--- config.mk ---
export PLATFORM = sky130hd
export DESIGN_NAME = pipeline_controller
export DESIGN_NICKNAME = d
export VERILOG_FILES = /design/src/rtl/pipeline_pkg.sv /design/src/rtl/pipeline_controller_scoreboard.sv /design/src/rtl/pipeline_controller.sv
export SDC_FILE = /design/constraint.sdc
export NUM_CORES = 1
export LEC_CHECK = 0
export ABC_AREA = 1
export CAP_MARGIN = 20
export CORE_MARGIN = 3
export CORE_UTILIZATION = 50
export DETAILED_ROUTE_END_ITERATION = 12
export GPL_ROUTABILITY_DRIVEN = 0
export PLACE_DENSITY = 0.85
export REMOVE_ABC_BUFFERS = 1
export SLEW_MARGIN = 30
export SYNTH_ARGS = -nofsm -noshare
export SYNTH_HDL_FRONTEND = slang
export SYNTH_SLANG_ARGS = --single-unit
--- constraint.sdc ---
create_clock -name clk -period 2.69 [get_ports clk]
set_input_delay 0.4035 -clock clk [delete_from_list [all_inputs] [get_ports clk]]
set_output_delay 0.4035 -clock clk [all_outputs]
set_load 0.05 [all_outputs]
--- src/rtl/pipeline_pkg.sv ---
// Shared definitions for the pipeline hazard/stall controller.
package pipeline_pkg;

  localparam int REG_KEY_W = 5;
  localparam int NUM_REGS  = 32;

  // Controller FSM: normal issue, or parked while a multi-cycle MDU op runs.
  typedef enum logic [0:0] {
    RUN      = 1'b0,
    MDU_WAIT = 1'b1
  } state_t;

  // One-hot mask for a register key.
  function automatic logic [NUM_REGS-1:0] key_mask(input logic [REG_KEY_W-1:0] key);
    logic [NUM_REGS-1:0] m;
    m      = '0;
    m[key] = 1'b1;
    return m;
  endfunction

endpackage

--- src/rtl/pipeline_controller_scoreboard.sv ---
// Pending-load scoreboard: one busy bit per register key.
// A set and a clear of the same key in one cycle leave the bit set (the new
// load owns the register). Key 0 is hardwired idle.
module scoreboard
  import pipeline_pkg::*;
(
  input  logic                 clk,
  input  logic                 reset,
  input  logic                 set_en,
  input  logic [REG_KEY_W-1:0] set_key,
  input  logic                 clr_en,
  input  logic [REG_KEY_W-1:0] clr_key,
  output logic [NUM_REGS-1:0]  busy
);

  localparam logic [NUM_REGS-1:0] KEY0_MASK = NUM_REGS'(1);

  logic [NUM_REGS-1:0] busy_q;
  logic [NUM_REGS-1:0] set_mask;
  logic [NUM_REGS-1:0] clr_mask;
  logic [NUM_REGS-1:0] busy_next;

  // Next busy vector: clear first, then set, so a same-key set wins.
  always_comb begin
    set_mask  = set_en ? key_mask(set_key) : '0;
    clr_mask  = clr_en ? key_mask(clr_key) : '0;
    busy_next = ((busy_q & ~clr_mask) | set_mask) & ~KEY0_MASK;
  end

  // Busy register with synchronous active-low reset.
  always_ff @(posedge clk) begin
    if (!reset) busy_q <= '0;
    else        busy_q <= busy_next;
  end

  assign busy = busy_q & ~KEY0_MASK;

endmodule

--- src/rtl/pipeline_controller.sv ---
// Pipeline control: load-use hazard detection via a pending-load scoreboard,
// branch flush, multi-cycle MDU wait with timeout, and a stall counter.
// Handshake: mdu_start is a single-cycle launch pulse; the controller then
// holds the front end until mdu_done is seen high for one cycle (or the wait
// times out). load_done/load_done_key is a one-cycle release of a pending key.
module pipeline_controller
  import pipeline_pkg::*;
#(
  parameter int MDU_TIMEOUT = 64,
  parameter int PERF_W      = 16
) (
  input  logic                 clk,
  input  logic                 reset,
  input  logic                 id_valid,
  input  logic [REG_KEY_W-1:0] id_src1_key,
  input  logic [REG_KEY_W-1:0] id_src2_key,
  input  logic [REG_KEY_W-1:0] id_rd_key,
  input  logic                 id_rd_en,
  input  logic                 id_is_load,
  input  logic                 id_is_mdu,
  input  logic                 ex_branch_taken,
  input  logic                 load_done,
  input  logic [REG_KEY_W-1:0] load_done_key,
  input  logic                 mdu_done,
  output logic                 pc_stall,
  output logic                 if_id_stall,
  output logic                 id_ex_bubble,
  output logic                 if_id_flush,
  output logic                 mdu_start,
  output logic                 mdu_timeout_err,
  output logic [NUM_REGS-1:0]  sb_busy,
  output logic [PERF_W-1:0]    stall_count
);

  localparam int CNT_W = (MDU_TIMEOUT > 2) ? $clog2(MDU_TIMEOUT) : 1;
  localparam logic [CNT_W-1:0] WAIT_LAST = CNT_W'(MDU_TIMEOUT - 1);

  state_t           state;
  logic [CNT_W-1:0] wait_cnt;
  logic             hazard;
  logic             issue;
  logic             sb_set;

  // A key is blocking if nonzero, pending, and not being released this cycle.
  function automatic logic key_blocked(input logic [NUM_REGS-1:0]  busy,
                                       input logic [REG_KEY_W-1:0] key,
                                       input logic                 done,
                                       input logic [REG_KEY_W-1:0] done_key);
    return (key != '0) && busy[key] && !(done && (key == done_key));
  endfunction

  // Hazard/issue decode and combinational pipeline controls.
  always_comb begin
    hazard       = 1'b0;
    issue        = 1'b0;
    pc_stall     = 1'b0;
    if_id_stall  = 1'b0;
    id_ex_bubble = 1'b0;
    if_id_flush  = 1'b0;
    mdu_start    = 1'b0;
    sb_set       = 1'b0;
    if (reset) begin
      if (state == RUN) begin
        hazard = id_valid &&
                 (key_blocked(sb_busy, id_src1_key, load_done, load_done_key) ||
                  key_blocked(sb_busy, id_src2_key, load_done, load_done_key) ||
                  key_blocked(sb_busy, id_rd_key,   load_done, load_done_key));
        issue  = id_valid && !hazard && !ex_branch_taken;
        if (ex_branch_taken) begin
          if_id_flush  = 1'b1;
          id_ex_bubble = 1'b1;
        end else if (hazard) begin
          pc_stall     = 1'b1;
          if_id_stall  = 1'b1;
          id_ex_bubble = 1'b1;
        end
        mdu_start = issue && id_is_mdu;
        sb_set    = issue && id_is_load && id_rd_en && (id_rd_key != '0);
      end else begin
        pc_stall     = 1'b1;
        if_id_stall  = 1'b1;
        id_ex_bubble = 1'b1;
      end
    end
  end

  scoreboard u_scoreboard (
    .clk     (clk),
    .reset   (reset),
    .set_en  (sb_set),
    .set_key (id_rd_key),
    .clr_en  (load_done),
    .clr_key (load_done_key),
    .busy    (sb_busy)
  );

  // MDU wait FSM with timeout counter and sticky abort flag.
  always_ff @(posedge clk) begin
    if (!reset) begin
      state           <= RUN;
      wait_cnt        <= '0;
      mdu_timeout_err <= 1'b0;
    end else begin
      case (state)
        RUN: begin
          if (mdu_start) begin
            state    <= MDU_WAIT;
            wait_cnt <= '0;
          end
        end
        MDU_WAIT: begin
          if (mdu_done) begin
            state <= RUN;
          end else if (wait_cnt == WAIT_LAST) begin
            state           <= RUN;
            mdu_timeout_err <= 1'b1;
          end else begin
            wait_cnt <= wait_cnt + CNT_W'(1);
          end
        end
        default: state <= RUN;
      endcase
    end
  end

  // Saturating count of cycles in which the PC is held.
  always_ff @(posedge clk) begin
    if (!reset)                          stall_count <= '0;
    else if (pc_stall && !(&stall_count)) stall_count <= stall_count + PERF_W'(1);
  end

endmodule

==> flow_summary.ini, run 1 <==
[status]
status = complete, but fails checks
violations = setup timing

[layout]
drive_gt1_frac = 0.1333
stdcell_count = 905
layout_commonest_cell = nand2_1
final_cell_mix = 183 x nand2_1, 79 x nor2_1, 70 x inv_1
antenna_cells = 0
finalNetCount = 833
area_growth_pct = 35.87
stdcell_area_mm2 = 0.005550

[global_routing]
grt_pass1_vias = 4873
grt_pass1_wl_um = 22810
grt_overflow = 0
grt_max_degree = 46
grt_antenna_before_repair = 0
grt.total_usage = 0.3084

[sta]
worstMarginPinSlew_ns = 0.5472
drv_slew = 0
setup_viol_count_final = 4
fin_crit_ns = 2.746
slew_headroom = 0.6340
fin_skew_ns = 0.01854
finalSetupTns_ns = -0.1790
fmax_ghz = 0.3642
period_share = 1.021
hold_viol = 0
finalWorstSetupSlack_ns = -0.05599

[place]
port_buffers = 81
dp_cells = 887
dpl-instance-area_mm2 = 0.005255
hpwlAfterDp_um = 10160

[pwr]
internal_power_uw = 1189
total_leakage_power_uw = 0.002242
switching_share = 0.3117
ir_drop_v = 0.0002434
pwr-share-seq = 0.474
clkPwrFrac = 0.287
powerDensity_mw_per_mm2 = 311.3
pwr-share-comb = 0.238
p_sw_uw = 538.5

[cts]
holdBufCountCts = 0
clk_latency_ns = 0.32
cts.path.max_buffers = 2
clock-sinks = 55
numCtsBuffers = 5
clk_pin_slew_ns = 0.10
h-tree-depth = 2
cts_root_buf = clkbuf_8
cts_tree = built

[worst_setup_path]
rr_startpoint = stall_count[0]$_SDFFE_PN0P_
crit_chain = clkdlybuf4s50_1 -> inv_2 -> o21ai_0 -> a221oi_1 -> nand3_1 -> nand2_1 -> nand3_2 -> nand3_2 -> a21oi_1 -> buf_4 -> buf_12
end_kind = output port
cp.required_ns = 2.29
worstPathMaxFanout = 6
slowest_delay_ns = 0.50
critical_path.top_delay_family = buffers and inverters
crit_path_start = load_done_key[0]
critPathKind = primary input to output port
cp_slowest_cell = clkdlybuf4s50_1
crit_top_cell = nand3_2
startpoint_type = primary input
worst-path-buf-inv = 4
cp.arrival_ns = 2.34

[route]
drc = 0
post_drt_wl_per_cell_um = 16.18
avgViaCountPerCell = 5.848
drt_wl_total_um = 14640
ant_nets = 0
drtIter0Drc = 650
vias = 5292
firstDrtPassIters = 6

[yosys]
yosysWarnings = 0
ys_seq_elements = 55
synthDistinctLibCells = 35
avgSynthCellArea_um2 = 5.938
synth-seq-area-share = 0.2695
syn-instance-count = 688
syn-cell-area_mm2 = 0.004085

[floorplanning]
io_pins = 83
dieHeight_um = 96.39
die_area_mm2 = 0.009291
core.rowCount = 32
die_w_um = 96.39
start_util = 0.5206
core_area_mm2 = 0.007848

[min_path]
hp-start = mdu_timeout_err$_SDFFE_PN0P_
hold_class = flop to flop

[job]
cap_violations = 0
==> per-layer routing <==
metal	vias up	track usage	share of wire
met5	-	0	0
met4	0	0.1472	0.054
met3	89	0.05887	0.12
met2	379	0.5078	0.45
met1	2354	0.3871	0.37
li1	2470	-	-
==> cells in the mapped netlist, drive strengths merged <==
cell | number | area (um2)
dfxtp | 55 | 1101
xnor2 | 7 | 61.31
nor3b | 1 | 7.510
nor3 | 11 | 55.05
a31oi | 1 | 6.260
xor2 | 8 | 70.07
ha | 2 | 25.02
inv | 82 | 307.8
nor2 | 85 | 342.8
nand3 | 65 | 347.8
a221oi | 2 | 17.52
o22ai | 7 | 43.79
buf | 20 | 156.4
clkinv | 2 | 7.510
o21ai | 47 | 235.2
a21oi | 68 | 347.8
nand2 | 187 | 719.4
nand4 | 24 | 156.4
nand3b | 1 | 7.510
o211ai | 4 | 35.03
clkbuf | 8 | 30.03
conb | 1 | 3.750
==> worst paths after layout <==
check                                      end  slack (ns)  cells past startpoint
setup / recovery                      pc_stall       -0.06                     11
hold / removal    mdu_timeout_err$_SDFFE_PN0P_        0.47                      2
setup reg to reg   stall_count[3]$_SDFFE_PN0P_        0.58                     11
hold reg to reg   mdu_timeout_err$_SDFFE_PN0P_        0.47                      2
==> layout make-up <==
cell class / instances / area [um2]
clock buffer: 7 / 86.33
clock inverter: 1 / 8.758
fill: 640 / 2297
inverter: 84 / 324.1
multi-input combinational: 521 / 2580
sequential: 55 / 1101
tap: 102 / 127.6
timing repair buffer: 135 / 1323
==> tightest hold or removal path, delay by kind of cell, from the launching register on <==
family / cells / cell delay [ns]
DFF: 1 / 0.33
buffers and inverters: 1 / 0.05
AOI/OAI and AO/OA: 1 / 0.05
==> sequential cells by signal, summed over array words and instances, names as in the netlist <==
signal               count
mdu_timeout_err          1
wait_cnt                 6
u_scoreboard.busy_q     31
state                    1
stall_count             16
==> power by group through the flow <==
stage | logic, uW | registers, uW | clock network (uW)
4_1_cts | 378 | 819 | 493
2_1_floorplan | 158 | 843 | 0
6_report | 412 | 819 | 497
5_1_grt | 433 | 820 | 527
3_5_place_dp | 361 | 838 | 0
3_3_place_gp | 354 | 838 | 0
==> kinds of logic (layout without fill, tap and decap cells) <==
group           Yosys count  count (layout)  synth area share
flops                    55              55            0.2695
buf+inv                 112             227            0.1228
fa+ha+maj                 2               2          0.006125
other cells               1               1         0.0009180
simple gates            374             374            0.4006
xor+xnor                 15              15           0.03216
compound gates          129             129            0.1678
==> per-stage QoR <==
stage	setup WS, ns	util	hold slack, ns	power (uW)
after floorplan	-0.6849	-	0.4589	1001
after global placement	-0.1249	0.6696	0.4404	1192
after detailed placement	-0.1426	0.6696	0.4528	1199
after CTS	0.003699	0.6953	0.4684	1691
after global routing	-0.1078	0.7073	0.5031	1780
final	-0.05599	0.7073	0.4655	1728
==> what timing repair did <==
| item | CTS | global route |
|---|---|---|
| pin swaps | 1 | 1 |
| endpoints found under the setup margin | 4 | 4 |
| buffers inserted | 5 | 4 |
| gates cloned | 1 | 0 |
| gates resized for setup | 19 | 39 |
(Power assumes the default switching activity.)
==> run 2: changes to the inputs <==
--- a/config.mk
+++ b/config.mk
@@ -7,11 +7,13 @@
 export LEC_CHECK = 0
 export ABC_AREA = 1
 export CAP_MARGIN = 20
+export CELL_PAD_IN_SITES_DETAIL_PLACEMENT = 1
+export CELL_PAD_IN_SITES_GLOBAL_PLACEMENT = 1
 export CORE_MARGIN = 3
-export CORE_UTILIZATION = 50
+export CORE_UTILIZATION = 35
 export DETAILED_ROUTE_END_ITERATION = 12
 export GPL_ROUTABILITY_DRIVEN = 0
-export PLACE_DENSITY = 0.85
+export PLACE_DENSITY = 0.87
 export REMOVE_ABC_BUFFERS = 1
 export SLEW_MARGIN = 30
 export SYNTH_ARGS = -nofsm -noshare
==> run 2 against run 1 <==
Compared with the run above: fmax increased by 5.7%; setup slack improved by 0.15 ns; critical path depth increased by 2; power increased by 11%; the run now ends clean; highest routed layer unchanged.
==> flow_summary.ini, run 2 (same netlist as run 1, synthesis figures left out) <==
[floorplanning]
dieHeight_um = 114.0
die_area_mm2 = 0.01300
core.rowCount = 38
die_w_um = 114.0
start_util = 0.3672
io_pins = 83
core_area_mm2 = 0.01113

[cts]
cts_root_buf = clkbuf_16
holdBufCountCts = 0
h-tree-depth = 2
numCtsBuffers = 5
clock-sinks = 55
clk_latency_ns = 0.30
cts_tree = built
clk_pin_slew_ns = 0.07
cts.path.max_buffers = 2

[layout]
antenna_cells = 0
final_cell_mix = 183 x nand2_1, 77 x nor2_1, 69 x inv_1
stdcell_count = 944
largest_register = u_scoreboard.busy_q
drive_gt1_frac = 0.1505
finalNetCount = 835
n_fill_cell = 1498
largest_register_ffs = 31
area_growth_pct = 38.65
reg_top3 = u_scoreboard.busy_q x31, stall_count x16, wait_cnt x6
layout_commonest_cell = nand2_1

[status]
status = completed

[sta]
slew_headroom = 0.6377
period_share = 0.9654
hold_viol = 0
finalSetupTns_ns = 0
drv_slew = 0
fmax_ghz = 0.3851
setup_viol_count_final = 0
hold_ws_ns = 0.4700
fin_skew_ns = 0.007576
finalWorstSetupSlack_ns = 0.09310
worstMarginPinSlew_ns = 0.5419
fin_crit_ns = 2.597

[worst_setup_path]
end_kind = output port
cp.arrival_ns = 2.19
critPathKind = primary input to output port
worstPathMaxFanout = 4
r2r_cells = 11
cp.required_ns = 2.29
rr_startpoint = stall_count[0]$_SDFFE_PN0P_
rr_endpoint = stall_count[2]$_SDFFE_PN0P_
startpoint_type = primary input
rrSetupSlack_ns = 0.48

[route]
drc = 0
ant_nets = 0
drtIter0Drc = 295
vias = 5218
firstDrtPassIters = 4
avgViaCountPerCell = 5.528
post_drt_wl_per_cell_um = 18.36
drt_wl_total_um = 17330

[global_routing]
grt_antenna_before_repair = 0
top_usage_layer = met2
grt.total_usage = 0.2655
grt_max_degree = 32
grt_overflow = 0
met2_usage = 0.4699
grtUsageMet3 = 0.03926
use_met1 = 0.3131
grt_pass1_vias = 5630
grt_pass1_wl_um = 27790

[min_path]
hp-start = mdu_timeout_err$_SDFFE_PN0P_
min_path_cells = 2
hold_class = flop to flop
min_to = mdu_timeout_err$_SDFFE_PN0P_

[place]
port_buffers = 81
hpwlAfterDp_um = 12820
dp_slack_ns = -0.2496
dp_cells = 933

[pwr]
finalPower_uw = 1925
powerDensity_mw_per_mm2 = 339.8
total_leakage_power_uw = 0.002271
ir_drop_v = 0.0002341

[job]
cap_violations = 0
[run 2: cell types whose count changed in the layout (fill, tap and decap cells not counted), moves of 3 or more]
cell             before  now
inv_2                 9   13
clkbuf_8              6    1
dfxtp_1              55   50
nor3_2                3    7
nor3_4                5    0
clkbuf_16             0    5
clkdlybuf4s50_1      64   61
dfxtp_2               0    5
[run 2: worst max path at each step]
stage / cells past startpoint / start / slack, ns / to
floorplan: 12 / u_scoreboard.busy_q[16]$_SDFF_PN0_ / -0.68 / if_id_stall
global placement: 13 / id_rd_key[2] / -0.16 / pc_stall
detailed placement: 16 / id_src1_key[0] / -0.25 / if_id_stall
CTS: 16 / id_src1_key[0] / 0.005 / if_id_stall
global route: 14 / id_src1_key[1] / -0.02 / if_id_stall
finish: 13 / id_rd_key[2] / 0.09 / if_id_stall
[run 2: layout make-up]
type,count,area [um2],area share
multi-input combinational,521,2587,0.4568
timing repair buffer,137,1335,0.2357
sequential,55,1107,0.1955
inverter,84,315.3,0.05567
tap,140,175.2,0.03093
clock buffer,6,138.9,0.02452
clock inverter,1,5.005,0.0008836
[run 2: report_power, final]
part,internal (uW),switching (uW),leakage (uW)
sequential,816,3.19,0.000446
clock,365,315,0.0000727
combinational,163,262,0.00175
[run 2: timing repair]
item / 4_1_cts / 5_1_grt
gates cloned: 2 / 0
pin swaps: 2 / 2
gates resized for setup: 30 / 45
setup endpoints to repair: 4 / 4
buffers inserted: 1 / 1
endpoints found under the hold margin: 0 / 0
[run 2: layer usage]
metal | wire length [um] | share of wire
met5 | 0 | 0
met4 | 682 | 0.039
met3 | 1279 | 0.074
met2 | 8471 | 0.49
met1 | 6898 | 0.40
[run 2: through the flow]
stage	cell area, um2	util
global route	5664	0.5091
CTS	5585	0.5020
detailed placement	5363	0.4820
floorplan	3899	-
global placement	5363	0.4820
finish	5664	0.5091
[run 2: worst max-delay path: stages]
cell,delay [ns]
clkdlybuf4s15_1,0.31
buf_4,0.23
nor3_2,0.20
nand2_1,0.08
nand2_1,0.10
nor2_1,0.06
nand2_1,0.06
nand2_1,0.08
nand3_4,0.14
nand3_4,0.10
a21oi_2,0.16
buf_6,0.14
buf_12,0.13
==> run 3: changes to the inputs <==
--- a/config.mk
+++ b/config.mk
@@ -12,7 +12,6 @@
 export CORE_MARGIN = 3
 export CORE_UTILIZATION = 35
 export DETAILED_ROUTE_END_ITERATION = 12
-export GPL_ROUTABILITY_DRIVEN = 0
 export PLACE_DENSITY = 0.87
 export REMOVE_ABC_BUFFERS = 1
 export SLEW_MARGIN = 30
==> run 3 against run 2 <==
Compared with the run above: clock-buffer cell count stayed put; cell area rose by 1.3%; die area stayed put; utilization increased by 0.64 points; sequential cell count unchanged; sequential power about the same; routed wire length increased by 0.82%; critical path depth unchanged; clock skew grew 0.0048 ns; setup slack lost 0.0079 ns.
==> flow_summary.ini, run 3 (same netlist as run 1, synthesis figures left out) <==
[place]
place_congestion = 0.9478
port_buffers = 81
hpwlAfterDp_um = 13040
dp_slack_ns = -0.2319
dpl-instance-area_mm2 = 0.005385

[route]
firstDrtPassIters = 5
post_drt_wl_per_cell_um = 18.36
vias = 5295
ant_nets = 0
drtIter0Drc = 355
avgViaCountPerCell = 5.562
drc = 0
drt_wl_total_um = 17470

[cts]
clock-sinks = 55
numCtsBuffers = 5
clk_latency_ns = 0.30
holdBufCountCts = 0
cts_root_buf = clkbuf_16
clk_pin_slew_ns = 0.07
cts_tree = built
cts.path.max_buffers = 2
h-tree-depth = 2

[sta]
drv_slew = 0
finalWorstSetupSlack_ns = 0.08519
period_share = 0.9683
hold_ws_ns = 0.4729
setup_viol_count_final = 0
fin_crit_ns = 2.605
worstMarginPinSlew_ns = 0.5283
slew_headroom = 0.6468
finalSetupTns_ns = 0
hold_viol = 0
fmax_ghz = 0.3839
fin_skew_ns = 0.01240

[worst_setup_path]
crit_chain = clkdlybuf4s50_1 -> buf_4 -> nor2_2 -> nand2_1 -> nand2_1 -> inv_1 -> nand3_1 -> nand3_2 -> nand3_4 -> nand3_4 -> a21oi_4 -> buf_6 -> buf_12
critical_path.top_delay_family = buffers and inverters
slowest_delay_ns = 0.44
startpoint_type = primary input
cp.arrival_ns = 2.20
cp.required_ns = 2.29
rrSetupSlack_ns = 0.30
endpoint = pc_stall
cp.depth = 13
cp_slowest_cell = clkdlybuf4s50_1
r2r_cells = 8
critPathKind = primary input to output port
rr_endpoint = stall_count[10]$_SDFFE_PN0P_
end_kind = output port
worst-path-buf-inv = 5
rr_startpoint = stall_count[8]$_SDFFE_PN0P_
worstPathMaxFanout = 5
crit_path_start = id_src1_key[2]

[layout]
final_cell_mix = 181 x nand2_1, 78 x nor2_1, 71 x inv_1
layout_commonest_cell = nand2_1
n_fill_cell = 1487
drive_gt1_frac = 0.1502
reg_top3 = u_scoreboard.busy_q x31, stall_count x16, wait_cnt x6
final_util = 0.5155
seq_area_mm2 = 0.001102
stdcell_area_mm2 = 0.005736
antenna_cells = 0
multiInputGateArea_mm2 = 0.002572
largest_register_ffs = 31
area_growth_pct = 40.40
finalNetCount = 842
largest_register = u_scoreboard.busy_q

[global_routing]
grt_pass1_vias = 5582
grt.total_usage = 0.2678
grt_max_degree = 32
grt_antenna_before_repair = 0
grt_pass1_wl_um = 28010
grt_overflow = 0

[floorplanning]
start_util = 0.3672
io_pins = 83
core.rowCount = 38
die_area_mm2 = 0.01300
dieHeight_um = 114.0
die_w_um = 114.0
core_area_mm2 = 0.01113

[min_path]
hold_class = flop to flop

[pwr]
powerDensity_mw_per_mm2 = 354.5
ir_drop_v = 0.0002737
internal_power_uw = 1453
p_sw_uw = 579.7
pwr-share-seq = 0.403
total_leakage_power_uw = 0.002327
clkPwrFrac = 0.388
pwr-share-comb = 0.209
switching_share = 0.2851

[status]
status = completed

[job]
cap_violations = 0
==> run 3: cell count changes in the layout (fill, tap and decap cells not counted), sizes merged <==
cell,previous run,this run
dlygate4sd2,5,7
clkinv,3,2
bufinv,0,1
inv,82,83
clkdlybuf4s15,1,0
buf,61,68
clkbuf,10,9
==> run 3: worst min path at each step <==
stage                                      start                           end  slack (ns)  cells past startpoint
finish              mdu_timeout_err$_SDFFE_PN0P_  mdu_timeout_err$_SDFFE_PN0P_        0.47                      2
global route        mdu_timeout_err$_SDFFE_PN0P_  mdu_timeout_err$_SDFFE_PN0P_        0.52                      2
CTS                 mdu_timeout_err$_SDFFE_PN0P_  mdu_timeout_err$_SDFFE_PN0P_        0.48                      2
detailed placement  mdu_timeout_err$_SDFFE_PN0P_  mdu_timeout_err$_SDFFE_PN0P_        0.46                      2
global placement    mdu_timeout_err$_SDFFE_PN0P_  mdu_timeout_err$_SDFFE_PN0P_        0.45                      2
floorplan               wait_cnt[2]$_SDFFE_PN0P_      wait_cnt[2]$_SDFFE_PN0P_        0.46                      2
==> run 3: stage by stage <==
stage	power (uW)	instances
floorplan	1001	660
global placement	1216	936
detailed placement	1227	936
CTS	2030	948
global route	2108	952
finish	2033	952
==> run 3: final cells by class <==
class / instances / share of cell area
multi-input cells: 521 / 0.4485
repair buffers: 144 / 0.2428
flip-flops and latches: 55 / 0.1922
inverters: 84 / 0.05497
well taps: 140 / 0.03054
clock buffers: 6 / 0.02421
clock inverters: 2 / 0.006763
==> run 3: worst min-delay path: stages, from the launching register on <==
cell and delay (ns):
dfxtp_1 0.32, inv_1 0.05, a21oi_1 0.06
==> run 3: repair_timing <==
action	in CTS	in global routing
setup buffers	2	4
gates resized for setup	36	30
gates cloned	2	0
pin swaps	5	2
endpoints found under the setup margin	4	4
==> run 3: routing by layer <==
layer,share of wire,GRT usage,up-vias
met2,0.49,0.4770,197
met5,0,0,-
met4,0.036,0.09580,0
met1,0.41,0.3284,2558
met3,0.065,0.03607,46
li1,-,-,2494
==> run 3: power by group through the flow <==
stage,Clock (uW),Combinational [uW],Sequential [uW]
finish,789,425,819
global route,834,455,820
detailed placement,0,388,838
global placement,0,377,838
floorplan,0,158,843
CTS,800,410,819
==> patch 1 (config.mk and constraints of run 1) <==
Put one more register stage on the output `mdu_timeout_err`, without a reset. The value now appears one clock later. The other outputs are not delayed to match.
--- a/src/rtl/pipeline_controller.sv
+++ b/src/rtl/pipeline_controller.sv
@@ -34,6 +34,8 @@
 
   localparam int CNT_W = (MDU_TIMEOUT > 2) ? $clog2(MDU_TIMEOUT) : 1;
   localparam logic [CNT_W-1:0] WAIT_LAST = CNT_W'(MDU_TIMEOUT - 1);
+
+  logic mdu_timeout_err_s0;
 
   state_t           state;
   logic [CNT_W-1:0] wait_cnt;
@@ -99,7 +101,7 @@
     if (!reset) begin
       state           <= RUN;
       wait_cnt        <= '0;
-      mdu_timeout_err <= 1'b0;
+      mdu_timeout_err_s0 <= 1'b0;
     end else begin
       case (state)
         RUN: begin
@@ -113,7 +115,7 @@
             state <= RUN;
           end else if (wait_cnt == WAIT_LAST) begin
             state           <= RUN;
-            mdu_timeout_err <= 1'b1;
+            mdu_timeout_err_s0 <= 1'b1;
           end else begin
             wait_cnt <= wait_cnt + CNT_W'(1);
           end
@@ -129,5 +131,9 @@
     else if (pc_stall && !(&stall_count)) stall_count <= stall_count + PERF_W'(1);
   end
 
+  always_ff @(posedge clk) begin
+    mdu_timeout_err <= mdu_timeout_err_s0;
+  end
+
 endmodule
 
Function: no difference found for any inputs over 4 cycles, from zero or initial values and one cycle with reset low; that may be too few to reach the edited logic, so the function may still have changed.
==> patch 1 against run 1 <==
The flow still finishes with violations (setup timing). Count of clock-buffer cells in the layout grew 1. Wire length decreased by 3.2%. Setup slack better by 34 ps. Synthesized area grew 0.49%. Power increased by 0.17%. Sequential cell count increased by 1. Design area rose by 0.54%. Sequential share of layout area is 0.25 points higher. Largest cell class unchanged.
==> patch 1: results (changes against run 1) <==
- **most numerous cell types in the synthesized netlist** nand2_1, nor2_1, inv_1
- **number of antenna diodes** 0, unchanged
- **largest buffer count on any clock path** 2, unchanged
- **met3 Usage GRT** 0.0469, -0.0120
- **clock transition at the registers of the reported paths** 100 ps, about the same
- **synth top area cells** dfxtp_1, nand2_1, a21oi_1, nor2_1, nand3_1
- **cts bufs inserted** 5, unchanged
- **fin nets** 831, -0.24%
- **GRT Overall Usage** 0.284, -0.0243
- **total placed instance area** 5290 um2, +0.62%
- **maximum VDD drop** 235 uV, -3.4%
- **number of antenna violations at the first check in global routing** 0, unchanged
- **later-pin clock latency in the skew report** 310 ps
- **fraction of layout cells with a size suffix above 1** 0.125, -0.00841
- **buffer cell driving the clock tree root** clkbuf_8
- **signal arrival time at the worst endpoint** 2310 ps, -30 ps
- **count of endpoints failing setup in the final report** 2, -2
- **average footprint of a synthesized cell** 5.96 um2, +0.34%
- **vias in the first global route** 4840, -0.68%
- **IO Port Bufs** 81, unchanged
- **Slew Viols, Final** 0, unchanged
- **wire length of the first global-routing pass** 22.7 mm, -0.54%
- **number of placed instances with taps included** 888, +0.11%
- **via-per-instance ratio** 5.85, about the same
- **transition time at the pin with the least slew margin** 538 ps, -9.58 ps
- **routed wl met2** 6.44 mm, -2.6%
- **beginning of the worst register-to-register path** u_scoreboard.busy_q[27]$_SDFF_PN0_
- **wire length on met1** 5.31 mm, -2.5%
- **pin count of the biggest net entering global routing** 32, -30%
- **highest metal layer with signal wires** met4
- **H-tree level count** 2, unchanged
- **type of the most critical hold path** register to register
- **total of warnings raised by yosys** 0, unchanged
- **met1 Use GR** 0.361, -0.0261
- **first-pass iteration count of the detailed router** 6, unchanged
- **Clock Skew** 4.84 ps, -13.7 ps
- **Synth async-reset ratio** 0, unchanged
- **failing checks** setup timing
- **HPWL after detailed placement** 10.0 mm, -1.3%
- **routed len/inst** 15.7 um, -3.0%
- **largest registers** u_scoreboard.busy_q x31, stall_count x16, wait_cnt x6
- **Leak** 2.26 nW, +0.85%
- **Total Neg Setup Slack** -44.0 ps, +135 ps
- **CP Max Fanout** 5, -1
- **non-filler cells in the finished layout** 903, -0.22%
- **met3 routed WL** 1.67 mm, -6.3%
- **register area share after synthesis** 0.273, +0.00356
- **Global Route met2 Usage** 0.461, -0.0470
- **min-delay src** mdu_timeout_err_s0$_SDFFE_PN0P_
- **final setup margin** -22.3 ps, +33.7 ps
- **run status** complete, but fails checks
- **first-iteration detailed-routing DRC count** 611, -6.0%
- **Placement Setup Slack** -118 ps, +24.4 ps
-- patch 1: cells by family after synthesis --
logic type               count (synthesis)  synth area share
AND/OR/NAND/NOR                        374             0.399
flip-flops                              56             0.273
XOR/XNOR                                15            0.0320
other                                    1          0.000913
buffers and inverters                  112             0.122
adder cells (fa/ha/maj)                  2           0.00609
AO/OA/AOI/OAI                          129             0.167
-- patch 1: cell type report --
| cell class | instances | area (um2) |
|---|---|---|
| clock buffers | 8 | 90.1 |
| multi-input cells | 521 | 2580 |
| well taps | 102 | 128 |
| fillers | 645 | 2270 |
| flip-flops and latches | 56 | 1120 |
| inverters | 84 | 315 |
| repair buffers | 132 | 1340 |
-- patch 1: final timing paths --
| check | slack (ps) | endpoint | cells after the start |
|---|---|---|---|
| setup / recovery | -20 | pc_stall | 12 |
| hold / removal | 350 | mdu_timeout_err$_DFF_P_ | 0 |
| setup reg to reg | 590 | wait_cnt[4]$_SDFFE_PN0P_ | 17 |
| hold reg to reg | 350 | mdu_timeout_err$_DFF_P_ | 0 |
-- patch 1: timing repair --
item | in CTS | in global routing
pin swaps | 0 | 4
gates cloned | 2 | 0
gates resized for setup | 19 | 34
endpoints found under the setup margin | 4 | 4
buffers inserted | 1 | 4
-- patch 1: critical path: stages --
cell and delay, ps:
clkdlybuf4s50_1 580, inv_2 100, buf_4 160, o22ai_1 150
nor2_1 70, nand4_1 80, nand2_1 110, nand3_4 140
nand3_4 80, a21oi_2 170, buf_6 140, buf_12 130
-- patch 1: report_power, final --
part | internal (mW) | switching (mW) | leakage (nW)
registers | 0.831 | 0.00317 | 0.451
logic | 0.164 | 0.248 | 1.76
clock network | 0.211 | 0.273 | 0.0455
==> patch 2 (config.mk and constraints of run 1) <==
Made on the original files. `PERF_W`: 16 -> 18.
--- a/src/rtl/pipeline_controller.sv
+++ b/src/rtl/pipeline_controller.sv
@@ -7,7 +7,7 @@
   import pipeline_pkg::*;
 #(
   parameter int MDU_TIMEOUT = 64,
-  parameter int PERF_W      = 16
+  parameter int PERF_W      = 18
 ) (
   input  logic                 clk,
   input  logic                 reset,
Ports: changed (resized stall_count); port bits go from 83 to 85. No check against the original RTL was run, so the function may have changed too.
==> patch 2 against run 1 <==
Setup slack improved by 120 ps. Register-to-register slack got worse by 80 ps. Largest power group unchanged. Design area increased by 2.7%. Wire length fell by 0.23%. Synthesized area is 1.4% higher. Largest cell class unchanged. Highest routed layer unchanged. Sequential cell count rose by 2. Power up 18%. Via count increased by 1.2%. Count of clock-buffer cells in the layout grew 5.
==> patch 2: results (changes against run 1) <==
- **run status** finished, final reports clean
- **clock transition at the registers of the reported paths** 60 ps, -40 ps
- **highest cell delay on the worst timing path** 530 ps, +30 ps
- **Clock Skew** 5.55 ps, -13.0 ps
- **wire length on met1** 5.44 mm, -0.11%
- **Leak** 2.31 nW, +3.0%
- **Placement Setup Slack** -123 ps, +19.7 ps
- **met3 Usage GRT** 0.0743, +0.0154
- **switching share of total power** 0.280, -0.0320
- **H-tree level count** 3, +1
- **sum of internal, switching and leakage power** 2.05 mW, +18%
- **count of endpoints failing setup in the final report** 0, -4
- **number of cells upsized or downsized after cts** 9, -10
- **synth-to-layout area growth** 37.5%
- **Fill cells** 657, +2.7%
- **fin nets** 831, -0.24%
- **later-pin clock latency in the skew report** 340 ps, +20 ps
- **post-synthesis cell type count** 36, +2.9%
- **average footprint of a synthesized cell** 6.10 um2, +2.8%
- **met1 Use GR** 0.367, -0.0204
- **number of antenna diodes** 2, +2
- **non-clock buffer share of cell area** 0.240, +0.00151
- **Global Route met2 Usage** 0.492, -0.0163
- **IO Port Bufs** 83, +2.5%
- **most numerous cell types in the synthesized netlist** nand2_1, nand3_1, a21oi_1
- **routed wl met2** 6.81 mm, +2.9%
- **non-filler cells in the finished layout** 908, +0.33%
- **number of antenna violations at the first check in global routing** 2, +2
- **largest registers** u_scoreboard.busy_q x31, stall_count x18, wait_cnt x6
- **routed len/inst** 16.1 um, -0.56%
- **Sequential cell area** 1140 um2, +3.6%
- **Register-to-Register Path Depth** 9, -2
- **Mapped Cells** 679, -1.3%
- **comb_multi_in** 524, +0.58%
- **number of logic inverters in the finished layout** 68, -19%
- **synth top area cells** dfxtp_1, nand2_1, nand3_1, a21oi_1, inv_1
- **cts bufs inserted** 9, +4
- **vias in the first global route** 4950, +1.6%
- **Clock buf/inv share** 0.0343, +0.0171
- **Total Neg Setup Slack** 0 ps, +179 ps
- **worst hold stages** 1, -1
- **Seq. pwr** 0.851 mW, +3.9%
- **number of placed instances with taps included** 885, -0.23%
- **first-iteration detailed-routing DRC count** 570, -12%
- **via-per-instance ratio** 5.90, +0.86%
- **maximum VDD drop** 236 uV, -3.0%
- **area of the multi-input gates** 2610 um2, +1.1%
- **total number of clock tree sinks** 57, +3.6%
- **clock buf count** 12, +5
- **fraction of layout cells with a size suffix above 1** 0.143, +0.00978
- **transition time at the pin with the least slew margin** 523 ps, -24.2 ps
-- patch 2: cell types whose count changed after synthesis, moves of 6 or more --
cell	before	now
nor3_1	11	5
inv_1	81	56
o21ai_0	46	35
nand3_1	62	100
o21ai_1	1	22
nor2_1	83	40
inv_2	1	12
nor3_2	0	6
-- patch 2: cell families after synthesis --
kind of cell / Yosys count / synth area share
simple gates: 373 / 0.412
compound gates: 130 / 0.162
buf+inv: 98 / 0.106
flops: 57 / 0.275
xor+xnor: 18 / 0.0381
fa+ha+maj: 2 / 0.00604
other cells: 1 / 0.000905
-- patch 2: path summary, 6_finish.rpt --
path	start	end	slack, ps
worst max-delay path	load_done_key[2]	if_id_stall	60
worst min-delay path	mdu_timeout_err$_SDFFE_PN0P_	mdu_timeout_err$_SDFFE_PN0P_	490
worst max register to register	stall_count[0]$_SDFFE_PN0P_	stall_count[9]$_SDFFE_PN0P_	500
worst min register to register	mdu_timeout_err$_SDFFE_PN0P_	mdu_timeout_err$_SDFFE_PN0P_	490
